### config.mk
export PLATFORM = sky130hd
export DESIGN_NAME = fetch_stage_flat
export DESIGN_NICKNAME = d
export VERILOG_FILES = /design/src/rtl/fetch_stage_if.sv /design/src/rtl/fetch_stage.sv /design/src/flat_wrapper.sv
export SDC_FILE = /design/constraint.sdc
export NUM_CORES = 1
export LEC_CHECK = 0
export CAP_MARGIN = 5
export CORE_UTILIZATION = 35
export CTS_CLUSTER_SIZE = 25
export DETAILED_ROUTE_END_ITERATION = 6
export GPL_TIMING_DRIVEN = 1
export HOLD_SLACK_MARGIN = 0.1
export PLACE_DENSITY = 0.63
export SLEW_MARGIN = 5
export SYNTH_ARGS = -nofsm -noshare
export SYNTH_HDL_FRONTEND = slang
export SYNTH_SLANG_ARGS = --single-unit
### constraint.sdc
create_clock -name clk -period 5 [get_ports clk]
set_input_delay 0.5 -clock clk [delete_from_list [all_inputs] [get_ports clk]]
set_output_delay 0.5 -clock clk [all_outputs]
set_load 0.1 [all_outputs]
### src/rtl/fetch_stage_if.sv
// Fetch-stage bundle: hazard controls, instruction memory, execute resolution and decode outputs.
// master = fetch stage, slave = surrounding pipeline.
interface fetch_stage_if #(
    parameter int DATA_WIDTH = 32
);
    logic                  StallF;
    logic                  StallD;
    logic                  FlushD;
    logic [31:0]           InstrF;
    logic                  ResolveE;
    logic [DATA_WIDTH-1:0] PCE;
    logic                  TakenE;
    logic [DATA_WIDTH-1:0] TargetE;
    logic                  PredTakenE;
    logic [DATA_WIDTH-1:0] PredTargetE;
    logic [DATA_WIDTH-1:0] PCF;
    logic [31:0]           InstrD;
    logic [DATA_WIDTH-1:0] PCD;
    logic [DATA_WIDTH-1:0] PCPlus4D;
    logic                  PredTakenD;
    logic [DATA_WIDTH-1:0] PredTargetD;
    logic                  MispredictE;

    modport master (
        input  StallF, StallD, FlushD, InstrF,
        input  ResolveE, PCE, TakenE, TargetE, PredTakenE, PredTargetE,
        output PCF, InstrD, PCD, PCPlus4D, PredTakenD, PredTargetD, MispredictE
    );

    modport slave (
        output StallF, StallD, FlushD, InstrF,
        output ResolveE, PCE, TakenE, TargetE, PredTakenE, PredTargetE,
        input  PCF, InstrD, PCD, PCPlus4D, PredTakenD, PredTargetD, MispredictE
    );
endinterface

### src/rtl/fetch_stage.sv
// RV32I fetch stage: PC register, direct-mapped BTB with 2-bit counters, fetch->decode register.
// Latency: 1 cycle fetch->decode; StallF/StallD hold, a mispredict overrides stalls and bubbles decode.
module fetch_stage #(
    parameter int                    DATA_WIDTH  = 32,
    parameter int                    BTB_ENTRIES = 16,
    parameter logic [DATA_WIDTH-1:0] RESET_PC    = '0
) (
    input  logic          clk,
    input  logic          rst,
    fetch_stage_if.master bus
);
    localparam int          IDX   = $clog2(BTB_ENTRIES);
    localparam int          TAG_W = DATA_WIDTH - IDX - 2;
    localparam logic [31:0] NOP   = 32'h0000_0013;

    typedef logic [DATA_WIDTH-1:0] word_t;

    typedef struct packed {
        logic [31:0] instr;
        word_t       pc;
        word_t       pc_plus4;
        logic        pred_taken;
        word_t       pred_target;
    } dec_t;

    localparam dec_t BUBBLE = {NOP, {(3*DATA_WIDTH+1){1'b0}}};

    logic             btb_valid  [BTB_ENTRIES];
    logic [TAG_W-1:0] btb_tag    [BTB_ENTRIES];
    word_t            btb_target [BTB_ENTRIES];
    logic [1:0]       btb_ctr    [BTB_ENTRIES];

    word_t          pcf_q, pc_next, pc_plus4_f, pred_target_f;
    logic [IDX-1:0] idx_f, idx_e;
    logic           hit_f, hit_e, pred_taken_f, mispredict;
    dec_t           dec_q, dec_next;

    assign pc_plus4_f    = pcf_q + word_t'(4);
    assign idx_f         = pcf_q[IDX+1:2];
    assign idx_e         = bus.PCE[IDX+1:2];
    assign hit_f         = btb_valid[idx_f] && (btb_tag[idx_f] == pcf_q[DATA_WIDTH-1:IDX+2]);
    assign hit_e         = btb_valid[idx_e] && (btb_tag[idx_e] == bus.PCE[DATA_WIDTH-1:IDX+2]);
    assign pred_taken_f  = hit_f && btb_ctr[idx_f][1];
    // Not-taken predictions carry the fall-through address as their target.
    assign pred_target_f = pred_taken_f ? btb_target[idx_f] : pc_plus4_f;

    assign mispredict = bus.ResolveE &
                        ((bus.TakenE != bus.PredTakenE) |
                         (bus.TakenE & (bus.TargetE != bus.PredTargetE)));

    always_comb begin
        pc_next = pc_plus4_f;
        if (mispredict)
            pc_next = bus.TakenE ? bus.TargetE : bus.PCE + word_t'(4);
        else if (bus.StallF)
            pc_next = pcf_q;
        else if (pred_taken_f)
            pc_next = btb_target[idx_f];
    end

    always_comb begin
        dec_next = dec_q;
        if (bus.FlushD || mispredict) begin
            dec_next = BUBBLE;
        end else if (!bus.StallD) begin
            dec_next.instr       = bus.InstrF;
            dec_next.pc          = pcf_q;
            dec_next.pc_plus4    = pc_plus4_f;
            dec_next.pred_taken  = pred_taken_f;
            dec_next.pred_target = pred_target_f;
        end
    end

    always_ff @(posedge clk) begin
        if (!rst) begin
            pcf_q <= RESET_PC;
            dec_q <= BUBBLE;
        end else begin
            pcf_q <= pc_next;
            dec_q <= dec_next;
        end
    end

    // Valid and counter state; lookups this cycle still see the old values.
    always_ff @(posedge clk) begin
        if (!rst) begin
            for (int i = 0; i < BTB_ENTRIES; i++) begin
                btb_valid[i] <= 1'b0;
                btb_ctr[i]   <= 2'b01;
            end
        end else if (bus.ResolveE) begin
            if (hit_e) begin
                if (bus.TakenE) begin
                    if (btb_ctr[idx_e] != 2'b11) btb_ctr[idx_e] <= btb_ctr[idx_e] + 2'b01;
                end else begin
                    if (btb_ctr[idx_e] != 2'b00) btb_ctr[idx_e] <= btb_ctr[idx_e] - 2'b01;
                end
            end else if (bus.TakenE) begin
                btb_valid[idx_e] <= 1'b1;
                btb_ctr[idx_e]   <= 2'b10;
            end
        end
    end

    // Tag rewrite on a taken hit stores the same tag, so every taken resolve can write both fields.
    always_ff @(posedge clk) begin
        if (rst && bus.ResolveE && bus.TakenE) begin
            btb_tag[idx_e]    <= bus.PCE[DATA_WIDTH-1:IDX+2];
            btb_target[idx_e] <= bus.TargetE;
        end
    end

    assign bus.PCF         = pcf_q;
    assign bus.InstrD      = dec_q.instr;
    assign bus.PCD         = dec_q.pc;
    assign bus.PCPlus4D    = dec_q.pc_plus4;
    assign bus.PredTakenD  = dec_q.pred_taken;
    assign bus.PredTargetD = dec_q.pred_target;
    assign bus.MispredictE = mispredict;
endmodule

### src/flat_wrapper.sv
// flat-port wrapper written by rule: the top's interface ports become plain ports
module fetch_stage_flat 
#(
    parameter int                    DATA_WIDTH  = 32,
    parameter int                    BTB_ENTRIES = 16,
    parameter logic [DATA_WIDTH-1:0] RESET_PC    = '0
)
  (clk, rst, bus_StallF, bus_StallD, bus_FlushD, bus_InstrF, bus_ResolveE, bus_PCE, bus_TakenE, bus_TargetE, bus_PredTakenE, bus_PredTargetE, bus_PCF, bus_InstrD, bus_PCD, bus_PCPlus4D, bus_PredTakenD, bus_PredTargetD, bus_MispredictE);
  fetch_stage_if #(.DATA_WIDTH(DATA_WIDTH)) bus_i ();
  input  logic clk;
  input  logic rst;
  input wire logic [$bits(bus_i.StallF)-1:0] bus_StallF;
  input wire logic [$bits(bus_i.StallD)-1:0] bus_StallD;
  input wire logic [$bits(bus_i.FlushD)-1:0] bus_FlushD;
  input wire logic [$bits(bus_i.InstrF)-1:0] bus_InstrF;
  input wire logic [$bits(bus_i.ResolveE)-1:0] bus_ResolveE;
  input wire logic [$bits(bus_i.PCE)-1:0] bus_PCE;
  input wire logic [$bits(bus_i.TakenE)-1:0] bus_TakenE;
  input wire logic [$bits(bus_i.TargetE)-1:0] bus_TargetE;
  input wire logic [$bits(bus_i.PredTakenE)-1:0] bus_PredTakenE;
  input wire logic [$bits(bus_i.PredTargetE)-1:0] bus_PredTargetE;
  output wire logic [$bits(bus_i.PCF)-1:0] bus_PCF;
  output wire logic [$bits(bus_i.InstrD)-1:0] bus_InstrD;
  output wire logic [$bits(bus_i.PCD)-1:0] bus_PCD;
  output wire logic [$bits(bus_i.PCPlus4D)-1:0] bus_PCPlus4D;
  output wire logic [$bits(bus_i.PredTakenD)-1:0] bus_PredTakenD;
  output wire logic [$bits(bus_i.PredTargetD)-1:0] bus_PredTargetD;
  output wire logic [$bits(bus_i.MispredictE)-1:0] bus_MispredictE;
  assign bus_i.StallF = bus_StallF;
  assign bus_i.StallD = bus_StallD;
  assign bus_i.FlushD = bus_FlushD;
  assign bus_i.InstrF = bus_InstrF;
  assign bus_i.ResolveE = bus_ResolveE;
  assign bus_i.PCE = bus_PCE;
  assign bus_i.TakenE = bus_TakenE;
  assign bus_i.TargetE = bus_TargetE;
  assign bus_i.PredTakenE = bus_PredTakenE;
  assign bus_i.PredTargetE = bus_PredTargetE;
  assign bus_PCF = bus_i.PCF;
  assign bus_InstrD = bus_i.InstrD;
  assign bus_PCD = bus_i.PCD;
  assign bus_PCPlus4D = bus_i.PCPlus4D;
  assign bus_PredTakenD = bus_i.PredTakenD;
  assign bus_PredTargetD = bus_i.PredTargetD;
  assign bus_MispredictE = bus_i.MispredictE;
  fetch_stage #(.DATA_WIDTH(DATA_WIDTH), .BTB_ENTRIES(BTB_ENTRIES), .RESET_PC(RESET_PC)) u_core (.clk(clk), .rst(rst), .bus(bus_i));
endmodule
==> results.md <==
- Outcome: completed
- Fin worst setup slack: 218 ps
- Filler cells: 12,436
- Post-CTS setup buffers: 0
- Die area: 143,000 um2
- Syn Area/Cell: 17.1 um2
- Wirelength per Cell: 30.3 um
- Setup TNS: 0 ps
- Count of cell types in the netlist: 73
- Combinational family with the most area after synthesis: multiplexers
- Via density per instance: 5.73
- Initial DRC Count: 4,107
- Nets: 3,432
- Largest cells by area after synthesis: edfxtp_1 (58%), mux4_2 (17%), dfxtp_1 (7.2%)
- Total gr overflow: 0
- Clock skew: 89.0 ps
- Clock Latency Late Sink: 790 ps
- Crit Path Class: reg2reg
- Initial Utilization: 35.4%
- Die Y: 379 um
- Placeable Area: 140,000 um2
- Netlist Area Pre-Place: 49,600 um2
- GP Congestion: 0.890
- DRC Markers: 0
- Cells along the critical path: buf_4, mux4_2, xnor2_1, nor3_1, a2111o_1, nor4b_1, nand4b_1, nor4_2, buf_12, mux2_2, and2_1, a221o_1
- Hold-fix buffers at CTS: 0
- Top post-synthesis cells by count: edfxtp_1 (960), mux4_2 (380), mux2i_1 (186)
- Number of synthesis warnings: 0
- Die width: 379 um
- Hold Crit Class: in2reg
- Ys flop type: edfxtp_1
- Register bit count reported by yosys: 1,139
- Dominant cell type by area after synthesis: edfxtp_1
- Ports: 298
- WP data arrival: 5460 ps
- First-pass GRT wire length: 223,000 um
- Post-route ant nets: 0
- DRT Pass-1 Iters: 6
- Mapped Cells: 2,894
- Period utilization: 95.6%
- Max Root-Sink Buffers: 3
- Reg2reg setup slack: 220 ps
- Kind of cell adding the most delay to the critical path: simple AND/OR/NAND/NOR gates
- Initial antenna violation count: 19
- Final setup vio count: 0
- CP peak stage delay: 810 ps
- Vias: 30,188
- Maximum VDD drop: 0.000279 V
- Syn nets: 3,035
- DRT Wirelength: 159,000 um
- Register area share after synthesis: 65.3%
- Layout cell share with drive strength beyond 1: 24.3%
- Post-synth top area share: 58.1%
- Critical Path End Type: flop
- Mux share of post-synthesis cell area: 21.7%
- Largest net degree at the start of global routing: 95
- Number of synthesized flops with an enable pin: 960
- CTS resizes: 0
- IO Port Bufs: 297
- Clock sink count: 1,139
- Clock Pin Slew Worst Setup and Hold Paths: 60 ps
- Compound-gate portion of the synthesized area: 3.24%
- Final Hold Fails: 0
- # rows: 137
- Fmax: 0.209 GHz
- Worst EP required: 5680 ps
- Pwr per Cell Area: 367 nW/um2
- Root buf cell: clkbuf_16
- CTS Buf Count: 115
- Post-Synth Simple-Gate Area: 4.92%
- Most frequent cell after synthesis: edfxtp_1
- CTS tree: yes
- Slew at the pin closest to its max-slew limit: 1160 ps
- Crit path time final: 4780 ps
- GRT Total Usage: 22.0%
- Final max-slew violation count: 0
- Max FO, Critical Path: 31
- CP bufs+invs: 2
- Worst relative slew slack: 22.2%
- Maxcap violations: 0
- LEAKAGE: 18.9 nW
- Xor/xnor share of the synthesized area: 2.49%
- Cell at the slowest stage of the critical path: dfxtp_4
- H-tree levels: 3
- DPL Wire Length: 103,000 um
- Area Overhead vs Synth: 20.2%
- Pre-CTS WS: 196 ps
- Startpoint types: flop
- FFs w/ async S/R, synth: 0%
- Vias in the first global route: 29,428
- Adder-Cell Fraction of Synth Area: 0.126%
- RSZ-0062 raised after global routing: no
==> metrics by stage <==
stage / instances / instance area (um2) / util [%] / hold WS (ps) / power [mW]
CTS: 5264 / 59600 / 42.6 / 209 / 22.0
detailed placement: 5050 / 55700 / 39.8 / 454 / 13.2
floorplan: 2894 / 49600 / - / 441 / 12.2
global route: 5266 / 59600 / 42.6 / 253 / 22.4
global placement: 5047 / 55700 / 39.8 / 450 / 13.2
finish: 5271 / 59600 / 42.6 / 259 / 21.9
==> power by group <==
part	switching (mW)	internal [mW]
Sequential	0.159	10.4
Clock	3.77	5.06
Combinational	1.49	1.00
Total	5.42	16.5
==> routing by layer <==
| layer | global-route usage (%) | vias up | share of wire, % |
|---|---|---|---|
| met5 | 0 | - | 0.042 |
| met4 | 8.15 | 12 | 3.7 |
| met3 | 4.86 | 302 | 9.9 |
| met2 | 34.1 | 1672 | 46 |
| met1 | 30.4 | 15809 | 40 |
| li1 | - | 12393 | - |
==> final cells by class <==
cell class / count / area (um2) / area share (%)
antenna: 7 / 17.5 / 0.0294
clock buffer: 158 / 3170 / 5.32
clock inverter: 56 / 694 / 1.16
inverter: 12 / 47.5 / 0.0797
multi-input combinational: 1532 / 16300 / 27.3
sequential: 1139 / 32400 / 54.4
tap: 1876 / 2350 / 3.94
timing repair buffer: 491 / 4630 / 7.77
==> worst paths after layout <==
kind                                                            from                                 endpoint  cells after the start
worst max register to register                                  flop          u_core.bus.PCF[23]$_SDFFE_PN0N_                     12
worst min-delay path                                      bus_StallD  u_core.bus.PredTargetD[28]$_SDFFE_PP0N_                      3
worst min register to register  u_core.bus.PCPlus4D[23]$_SDFFE_PP0N_     u_core.bus.PCPlus4D[23]$_SDFFE_PP0N_                      2
worst max-delay path                                            flop          u_core.bus.PCF[23]$_SDFFE_PN0N_                     12
==> cell families (layout without fill, tap and decap cells) <==
| family | Yosys count | count (layout) |
|---|---|---|
| flops | 1139 | 1139 |
| fa+ha+maj | 5 | 5 |
| simple gates | 531 | 531 |
| compound gates | 257 | 257 |
| xor+xnor | 141 | 141 |
| mux | 598 | 598 |
| other cells | 0 | 7 |
| buf+inv | 223 | 717 |
==> sequential cells by signal (all words and copies together) (netlist names), named ones only <==
register	flops
u_core.bus.InstrD	32
u_core.btb_tag	416
u_core.bus.PCD	30
u_core.btb_target	512
u_core.bus.PCPlus4D	32
u_core.bus.PredTargetD	32
u_core.btb_ctr	32
u_core.bus.PCF	32
u_core.bus.PredTakenD	1
u_core.btb_valid	16
==> cell usage in the layout, fill, tap and decap left out, drive strengths merged, types with 59 or more instances in the layout <==
cell,n
clkbuf,159
dfxtp,179
xor2,59
nand2,137
xnor2,82
clkdlybuf4s50,287
nand3,80
nor2,183
edfxtp,960
o21ai,109
mux4,380
mux2i,186
buf,203
==> tightest hold or removal path: cells and delay by family <==
family / cells / cell delay (ps)
and+or+nand+nor: 2 / 230
buffers and inverters: 1 / 220
No activity file was read; power rests on OpenSTA's default activity.
